<file path="config.mk">
export PLATFORM = sky130hd
export DESIGN_NAME = pipeline_ctrl
export DESIGN_NICKNAME = d
export VERILOG_FILES = /design/src/rtl/pipeline_ctrl_pkg.sv /design/src/rtl/pipeline_ctrl_hazard.sv /design/src/rtl/pipeline_ctrl.sv
export SDC_FILE = /design/constraint.sdc
export NUM_CORES = 1
export LEC_CHECK = 0
export BUFFER_PORTS_ARGS = -buffer_cell sky130_fd_sc_hd__buf_2
export CORE_AREA = 4 4 41 43
export CTS_CLUSTER_DIAMETER = 80
export DETAILED_ROUTE_END_ITERATION = 10
export DIE_AREA = 0 0 45 47
export PLACE_DENSITY_LB_ADDON = 0.2
export SKIP_CTS_REPAIR_TIMING = 1
export SLEW_MARGIN = 20
export SYNTH_ARGS = -nofsm -noshare
export SYNTH_HDL_FRONTEND = slang
export SYNTH_SLANG_ARGS = --single-unit
</file>
<file path="constraint.sdc">
create_clock -name clk_i -period 2 [get_ports clk_i]
set_input_delay 0.2 -clock clk_i [delete_from_list [all_inputs] [get_ports clk_i]]
set_output_delay 0.2 -clock clk_i [all_outputs]
set_load 0.005 [all_outputs]
</file>
<file path="src/rtl/pipeline_ctrl_pkg.sv">
// Shared types and constants for the pipeline hazard/stall sequencer.
// Optional perf counters in pipeline_ctrl are enabled by PIPE_CTRL_PERF_EN.
package pipe_ctrl_pkg;

    typedef enum logic [1:0] {
        RUN      = 2'd0,
        MEM_WAIT = 2'd1,
        ERR      = 2'd2
    } state_t;

    localparam logic [4:0] REG_X0 = 5'd0;
    localparam int MEM_TIMEOUT_DEFAULT = 16;

endpackage

</file>
<file path="src/rtl/pipeline_ctrl_hazard.sv">
// Load-use hazard compare: the load in EX feeds a source register of the instruction in ID.
// Purely combinational; x0 never creates a dependency.
module hazard_detect
    import pipe_ctrl_pkg::*;
(
    input  logic       mem_read_i,
    input  logic [4:0] rd_i,
    input  logic [4:0] rs1_i,
    input  logic [4:0] rs2_i,
    output logic       load_use_o
);

    assign load_use_o = mem_read_i && (rd_i != REG_X0) &&
                        ((rd_i == rs1_i) || (rd_i == rs2_i));

endmodule

</file>
<file path="src/rtl/pipeline_ctrl.sv">
// Hazard/stall sequencer for a 5-stage pipeline: stalls, flushes, bubbles and a memory watchdog.
// Optional Stall_cnt_o/Flush_cnt_o perf counters are enabled by defining PIPE_CTRL_PERF_EN.
module pipeline_ctrl
    import pipe_ctrl_pkg::*;
#(
    parameter int MEM_TIMEOUT = MEM_TIMEOUT_DEFAULT,
    parameter int CNT_W       = 5
) (
    input  logic        clk_i,
    input  logic        rst_i,
    input  logic        IDEX_MemRead_i,
    input  logic [4:0]  IDEX_Rd_i,
    input  logic [4:0]  IFID_Rs1_i,
    input  logic [4:0]  IFID_Rs2_i,
    input  logic        Branch_taken_i,
    input  logic        Mem_req_i,
    input  logic        Mem_ack_i,
    output logic        PCWrite_o,
    output logic        IFID_Write_o,
    output logic        IFID_Flush_o,
    output logic        IDEX_Bubble_o,
    output logic        EXMEM_Write_o,
    output logic        MEMWB_Write_o,
    output logic        MEMWB_Bubble_o,
    output logic        Mem_err_o
`ifdef PIPE_CTRL_PERF_EN
    ,
    output logic [31:0] Stall_cnt_o,
    output logic [31:0] Flush_cnt_o
`endif
);

    localparam logic [CNT_W-1:0] CNT_LAST = CNT_W'(MEM_TIMEOUT - 1);

    state_t           state_q, state_d;
    logic [CNT_W-1:0] wait_cnt_q, wait_cnt_d;
    logic             load_use;

    hazard_detect u_hazard (
        .mem_read_i (IDEX_MemRead_i),
        .rd_i       (IDEX_Rd_i),
        .rs1_i      (IFID_Rs1_i),
        .rs2_i      (IFID_Rs2_i),
        .load_use_o (load_use)
    );

    always_ff @(posedge clk_i) begin
        if (rst_i) begin
            state_q    <= RUN;
            wait_cnt_q <= '0;
        end else begin
            state_q    <= state_d;
            wait_cnt_q <= wait_cnt_d;
        end
    end

    always_comb begin
        state_d        = state_q;
        wait_cnt_d     = wait_cnt_q;
        PCWrite_o      = 1'b1;
        IFID_Write_o   = 1'b1;
        IFID_Flush_o   = 1'b0;
        IDEX_Bubble_o  = 1'b0;
        EXMEM_Write_o  = 1'b1;
        MEMWB_Write_o  = 1'b1;
        MEMWB_Bubble_o = 1'b0;

        case (state_q)
            RUN: begin
                if (Mem_req_i && !Mem_ack_i) begin
                    // Freeze upstream; MEM/WB keeps clocking but only carries a bubble.
                    PCWrite_o      = 1'b0;
                    IFID_Write_o   = 1'b0;
                    EXMEM_Write_o  = 1'b0;
                    MEMWB_Bubble_o = 1'b1;
                    state_d        = MEM_WAIT;
                    wait_cnt_d     = CNT_W'(1);
                end else if (load_use) begin
                    // A taken branch this cycle is re-resolved once the load data is forwarded.
                    PCWrite_o     = 1'b0;
                    IFID_Write_o  = 1'b0;
                    IDEX_Bubble_o = 1'b1;
                end else if (Branch_taken_i) begin
                    IFID_Flush_o = 1'b1;
                end
            end
            MEM_WAIT: begin
                if (Mem_ack_i) begin
                    state_d    = RUN;
                    wait_cnt_d = '0;
                end else begin
                    PCWrite_o      = 1'b0;
                    IFID_Write_o   = 1'b0;
                    EXMEM_Write_o  = 1'b0;
                    MEMWB_Bubble_o = 1'b1;
                    if (wait_cnt_q == CNT_LAST) begin
                        state_d    = ERR;
                        wait_cnt_d = '0;
                    end else begin
                        wait_cnt_d = wait_cnt_q + CNT_W'(1);
                    end
                end
            end
            ERR: begin
                PCWrite_o      = 1'b0;
                IFID_Write_o   = 1'b0;
                EXMEM_Write_o  = 1'b0;
                MEMWB_Write_o  = 1'b0;
                MEMWB_Bubble_o = 1'b1;
            end
            default: begin
                state_d    = RUN;
                wait_cnt_d = '0;
            end
        endcase

        if (rst_i) begin
            PCWrite_o      = 1'b0;
            IFID_Write_o   = 1'b0;
            IFID_Flush_o   = 1'b1;
            IDEX_Bubble_o  = 1'b1;
            EXMEM_Write_o  = 1'b0;
            MEMWB_Write_o  = 1'b0;
            MEMWB_Bubble_o = 1'b1;
        end
    end

    assign Mem_err_o = (state_q == ERR);

`ifdef PIPE_CTRL_PERF_EN
    logic [31:0] stall_cnt_q, flush_cnt_q;

    always_ff @(posedge clk_i) begin
        if (rst_i) begin
            stall_cnt_q <= '0;
            flush_cnt_q <= '0;
        end else begin
            if (!PCWrite_o)
                stall_cnt_q <= stall_cnt_q + 32'd1;
            if (IFID_Flush_o)
                flush_cnt_q <= flush_cnt_q + 32'd1;
        end
    end

    assign Stall_cnt_o = stall_cnt_q;
    assign Flush_cnt_o = flush_cnt_q;
`endif

endmodule
</file>
# Word-level counts from Yosys, hierarchy flattened

Index checks and enable logic that the tools add are counted.
W data, S select, Z words.

Input port bits: 21
Register bits: 7
Memories kept: 0
ROM bits: 0
Bits in writable memories: 0
Bits in latches: 0

Equal/unequal tests: 7
Shift operators: 0
$mul: 0
Div/mod/pow operators: 0
Bitwise gates (word level): 1
$lt $le $gt $ge: 0
Multiplexer cells: 31
Add/sub/neg operators: 1
Reduce and logical (&&, ||, !) cells: 9

Operators with widths:

| kind                  | number |
|---|---|
| $mux W1               | 20 |
| $mux W5               | 3 |
| $pmux W5 S3           | 1 |
| $eq A5 B5 Y1          | 2 |
| $pmux W1 S3           | 3 |
| $mux W2               | 3 |
| $pmux W2 S3           | 1 |
| $add A5 B1 Y5 const B | 1 |
| $eq A5 B4 Y1 const B  | 1 |
| $reduce_bool A5 Y1    | 1 |
| $logic_and A1 B1 Y1   | 3 |
| $ne A3 B3 Y1 const B  | 1 |
| $reduce_and A3 Y1     | 1 |
| $eq A2 B1 Y1 const B  | 1 |
| $eq A2 B2 Y1 const B  | 1 |
| $logic_not A2 Y1      | 1 |
| $ne A2 B2 Y1 const B  | 1 |
| $reduce_and A2 Y1     | 1 |
| $logic_not A1 Y1      | 1 |
| $logic_or A1 B1 Y1    | 1 |
| $not A1 Y1            | 1 |

# Longest topological paths before layout

Depth in word-level cells: 7
Mapped depth: 6

# Modules after synthesis

From an unflattened synthesis, not the netlist that was laid out.

Cells, all modules: 71
Area total of the unflattened synthesis: 564.3 µm²

Modules (own cells, without submodules):

| module        | seq. area each (µm²) | area each (µm²) | cells an instance | times used |
|---|---|---|---|---|
| pipeline_ctrl | 140.1                | 439.2           | 54                | 1 |
| hazard_detect | 0.0                  | 125.1           | 17                | 1 |

# Worst setup path after synthesis

No wires, ideal clock.

Path kind: in2out
Start: input IDEX_Rd_i[1]
End: output PCWrite_o
Cell stages on the path: 4
Arrival: 1.281 ns
Buffers on the path: 1
Data required time: 1.800 ns
Slack: 0.519 ns
Cells stage by stage: or4_1 o21a_1 a31oi_1 buf_4

Word-level cells in the longest chain between the ends: 7
Elaborated cells on any way between the ends: 10
Classes of those cells: 2 x eq/ne; 4 x mux; 4 x reduce/logical

Ends and longest elaborated chain:

| item                                                      | line                                                   | text |
|---|---|---|
| from (decl)                                               | pipeline_ctrl.sv:12                                    | `input logic [4:0] IDEX_Rd_i,` |
| $eq A5 B5 Y1 or $reduce_bool A5 Y1 (tied branches)        | pipeline_ctrl_hazard.sv:14, pipeline_ctrl_hazard.sv:13 |  |
| $logic_or A1 B1 Y1 or $logic_and A1 B1 Y1 (tied branches) | pipeline_ctrl_hazard.sv:14, pipeline_ctrl_hazard.sv:13 |  |
| $logic_and A1 B1 Y1 *                                     | pipeline_ctrl_hazard.sv:13                             | `assign load_use_o = mem_read_i && (rd_i != REG_X0) &&` |
| $mux W1 * (2 in series)                                   | -                                                      |  |
| $pmux W1 S3 *                                             | -                                                      |  |
| $mux W1 *                                                 | -                                                      |  |
| to (decl)                                                 | pipeline_ctrl.sv:18                                    | `output logic PCWrite_o,` |

Every way passes the cells marked *; elsewhere a longest branch is shown, timed or not.

# Worst setup path after layout

Start: input IDEX_Rd_i[1]
End: output IDEX_Bubble_o

Word-level cells in the longest chain between the ends: 7
Elaborated cells on any way between the ends: 10
Classes of those cells: 2 x eq/ne; 4 x mux; 4 x reduce/logical

Ends and longest elaborated chain:

| item                                                      | line                                                   | text |
|---|---|---|
| $eq A5 B5 Y1 or $reduce_bool A5 Y1 (tied branches)        | pipeline_ctrl_hazard.sv:14, pipeline_ctrl_hazard.sv:13 |  |
| $logic_or A1 B1 Y1 or $logic_and A1 B1 Y1 (tied branches) | pipeline_ctrl_hazard.sv:14, pipeline_ctrl_hazard.sv:13 |  |
| $logic_and A1 B1 Y1 *                                     | pipeline_ctrl_hazard.sv:13                             |  |
| $mux W1 *                                                 | pipeline_ctrl.sv:78                                    | `end else if (load_use) begin` |
| $mux W1 *                                                 | pipeline_ctrl.sv:70                                    | `if (Mem_req_i && !Mem_ack_i) begin` |
| $mux W1 *                                                 | pipeline_ctrl.sv:68                                    | `case (state_q)` |
| $mux W1 *                                                 | pipeline_ctrl.sv:117                                   | `if (rst_i) begin` |
| to (decl)                                                 | pipeline_ctrl.sv:21                                    | `output logic IDEX_Bubble_o,` |

Marked as above.

==> metrics <==
final setup margin=about 430 ps; Syn Std Cell Area=541 um2; Yosys top cell by area=dfxtp_1; Final Instance Area=709 um2; Required @ worst endpoint=approximately 1800 ps; Mapped Nets=93; fmax=636 MHz; Net count, final=123; Reg2Reg Depth=5; Top FF cell, synth=dfxtp_1; Via-to-Cell Ratio=just over 5; first drt pass iteration count=4; CTS tree=yes; CTS Buffer Depth=2; RSZ-0062 raised after global routing=false; Post-Route Utilization=0.545; Top cell by count, worst path=buf_2; top post-synthesis cells by area=dfxtp_1, xnor2_1, nor2_1; final hold violation count=0; Yosys warning total=0; total power=~0.37 mW; total global-route track usage=0.131; fillers=138; Min Hold Slack=242 ps; Gate Count Post-Synth=71; Max VDD drop=308 uV; Worst setup endpoint=IDEX_Bubble_o; Worst setup startpoint=IDEX_Rd_i[1]; reg2reg start=wait_cnt_q[0]; core area=1300 um2; dpl ws=about 430 ps; Routed WL=between 1000 and 1500 um; via count=593; reg-to-reg slack, setup=590 ps; CTS Buf Count=3; Crit. End Element=output pin; critical-path cell list=buf_2 > or4_1 > o21a_1 > a31o_1 > buf_2; Hold WC Path Type=in -> reg; maxcap violations=0; CP peak stage delay=510 ps; dpl cells=roughly 110; Synth async-reset ratio=0; met2 Use GR=0.220; Root Driver=clkbuf_4; WS Path Type=in -> out; initial DRC count=17; row count=13; worst rel slew slack=0.759; vias in the first global route=521; WL per Instance=about 11 um; placed instance area=slightly below 700 um2; #FFs+latches synth=7; Slowest cell on crit path=or4_1; die area=2120 um2; count leader, synth=xnor2_1; first-pass GRT wire length=2080 um; WP data arrival=approximately 1400 ps; ant diodes=0; Pwr Density=522 nW/um2; Ports=29; DP HPWL=just over 1000 um; GR peak layer=met2; final setup violation count=0; FF-to-FF End=wait_cnt_q[3]; clk_skew=1.45 ps; Worst setup SP type=input port; clock latency on the worst-skew pair=between 200 and 300 ps; initial antenna violation count=0; # port buffers=28; Post-synth EDFFs=0; die width=45 um; placer congestion estimate=0.777; Pleak=0.307 nW; post-route insts no fill=115; count of different cell masters after synthesis=28; synthesized area per cell=7.61 um2; largest net degree at the start of global routing=10; met1 Track Usage GR=0.165; layout cells sized above 1=0.340; post-layout min period=between 1500 and 2000 ps; synth cell count leaders=xnor2_1, nor2_1, dfxtp_1; DRC errors left=0; Crit Path Max Fanout=3; starting density of the core=0.415; Final Cycle Share=0.787; met3 global-route usage=0.0115; area delta synth->final=31.3%; Die Y=47 um; sequential area share after synthesis=0.259; ANT nets after route=0; Tightest Pin Transition=361 ps; global route overflow=0; clk sinks=7; status=finished clean; top cell type's share of synthesized area=0.259; Max Slew Vio Count=0; htree depth=1; final setup TNS=0 ps; Reg clk slew, reported paths=50 ps
layout make-up:
cell class | instances | area (um2) | share of cell area
well taps | 15 | 18.8 | 0.0265
clock buffers | 4 | 26.3 | 0.0370
multi-input cells | 58 | 373 | 0.526
flip-flops and latches | 7 | 140 | 0.198
inverters | 3 | 11.3 | 0.0159
repair buffers | 28 | 140 | 0.198
cell families (layout without fill, tap and decap cells):
family | count (synthesis) | count (layout) | share of synthesized area
xor+xnor | 10 | 10 | 0.162
flops | 7 | 7 | 0.259
fa+ha+maj | 1 | 1 | 0.0231
buf+inv | 6 | 35 | 0.0509
simple gates | 29 | 29 | 0.287
compound gates | 18 | 18 | 0.218
cells in the final DEF (no fill, tap or decap):
cell type	synthesis	layout
a21oi_1	5	5
a22oi_1	1	1
a31o_1	1	1
a31oi_1	2	2
buf_2	0	28
clkbuf_1	1	1
clkbuf_4	0	3
dfxtp_1	7	7
ha_1	1	1
inv_1	3	3
nand2_1	5	5
nand3_1	4	4
nand3b_1	1	1
nor2_1	9	9
nor2b_1	4	4
nor3_1	2	2
nor3b_1	1	1
nor3b_4	1	1
o21a_1	1	1
o21ai_0	3	3
o21ai_2	1	1
o22a_1	1	1
o22ai_1	1	1
o311a_1	1	1
o31ai_1	1	1
or2_2	1	1
or4_1	1	1
xnor2_1	10	10
power by group:
group / internal (mW) / switching, mW / leakage, nW / total (mW)
combinational: 0.0507 / 0.0452 / 0.235 / 0.0959
clock: 0.0761 / 0.0514 / 0.0150 / 0.128
sequential: 0.143 / 0.00442 / 0.0568 / 0.147
total: 0.270 / 0.101 / 0.307 / 0.371
registers in the layout, summed over array words and instances (netlist names):
signal	cells
wait_cnt_q	5
state_q	2
how the worst min path moves through the flow:
stage / start / end / slack [ps] / cells after the start
after floorplan: Mem_ack_i / wait_cnt_q[4] / 380 / 3
after global placement: wait_cnt_q[4] / wait_cnt_q[4] / 450 / 2
after detailed placement: wait_cnt_q[4] / wait_cnt_q[4] / 460 / 2
after CTS: rst_i / state_q[0] / 230 / 2
after global routing: rst_i / state_q[0] / 240 / 2
final: rst_i / state_q[0] / 240 / 2
per-layer routing:
layer	part of all wire	vias to the layer above
li1	-	308
met1	0.43	261
met2	0.47	24
met3	0.10	0
met4	0	0
met5	0	-
critical path, delay by kind of cell:
kind                   cells  cell delay, ps
AOI/OAI and AO/OA          2             420
buffers and inverters      2             240
and+or+nand+nor            1             510
Note: power is estimated with default switching activity, not from simulation.
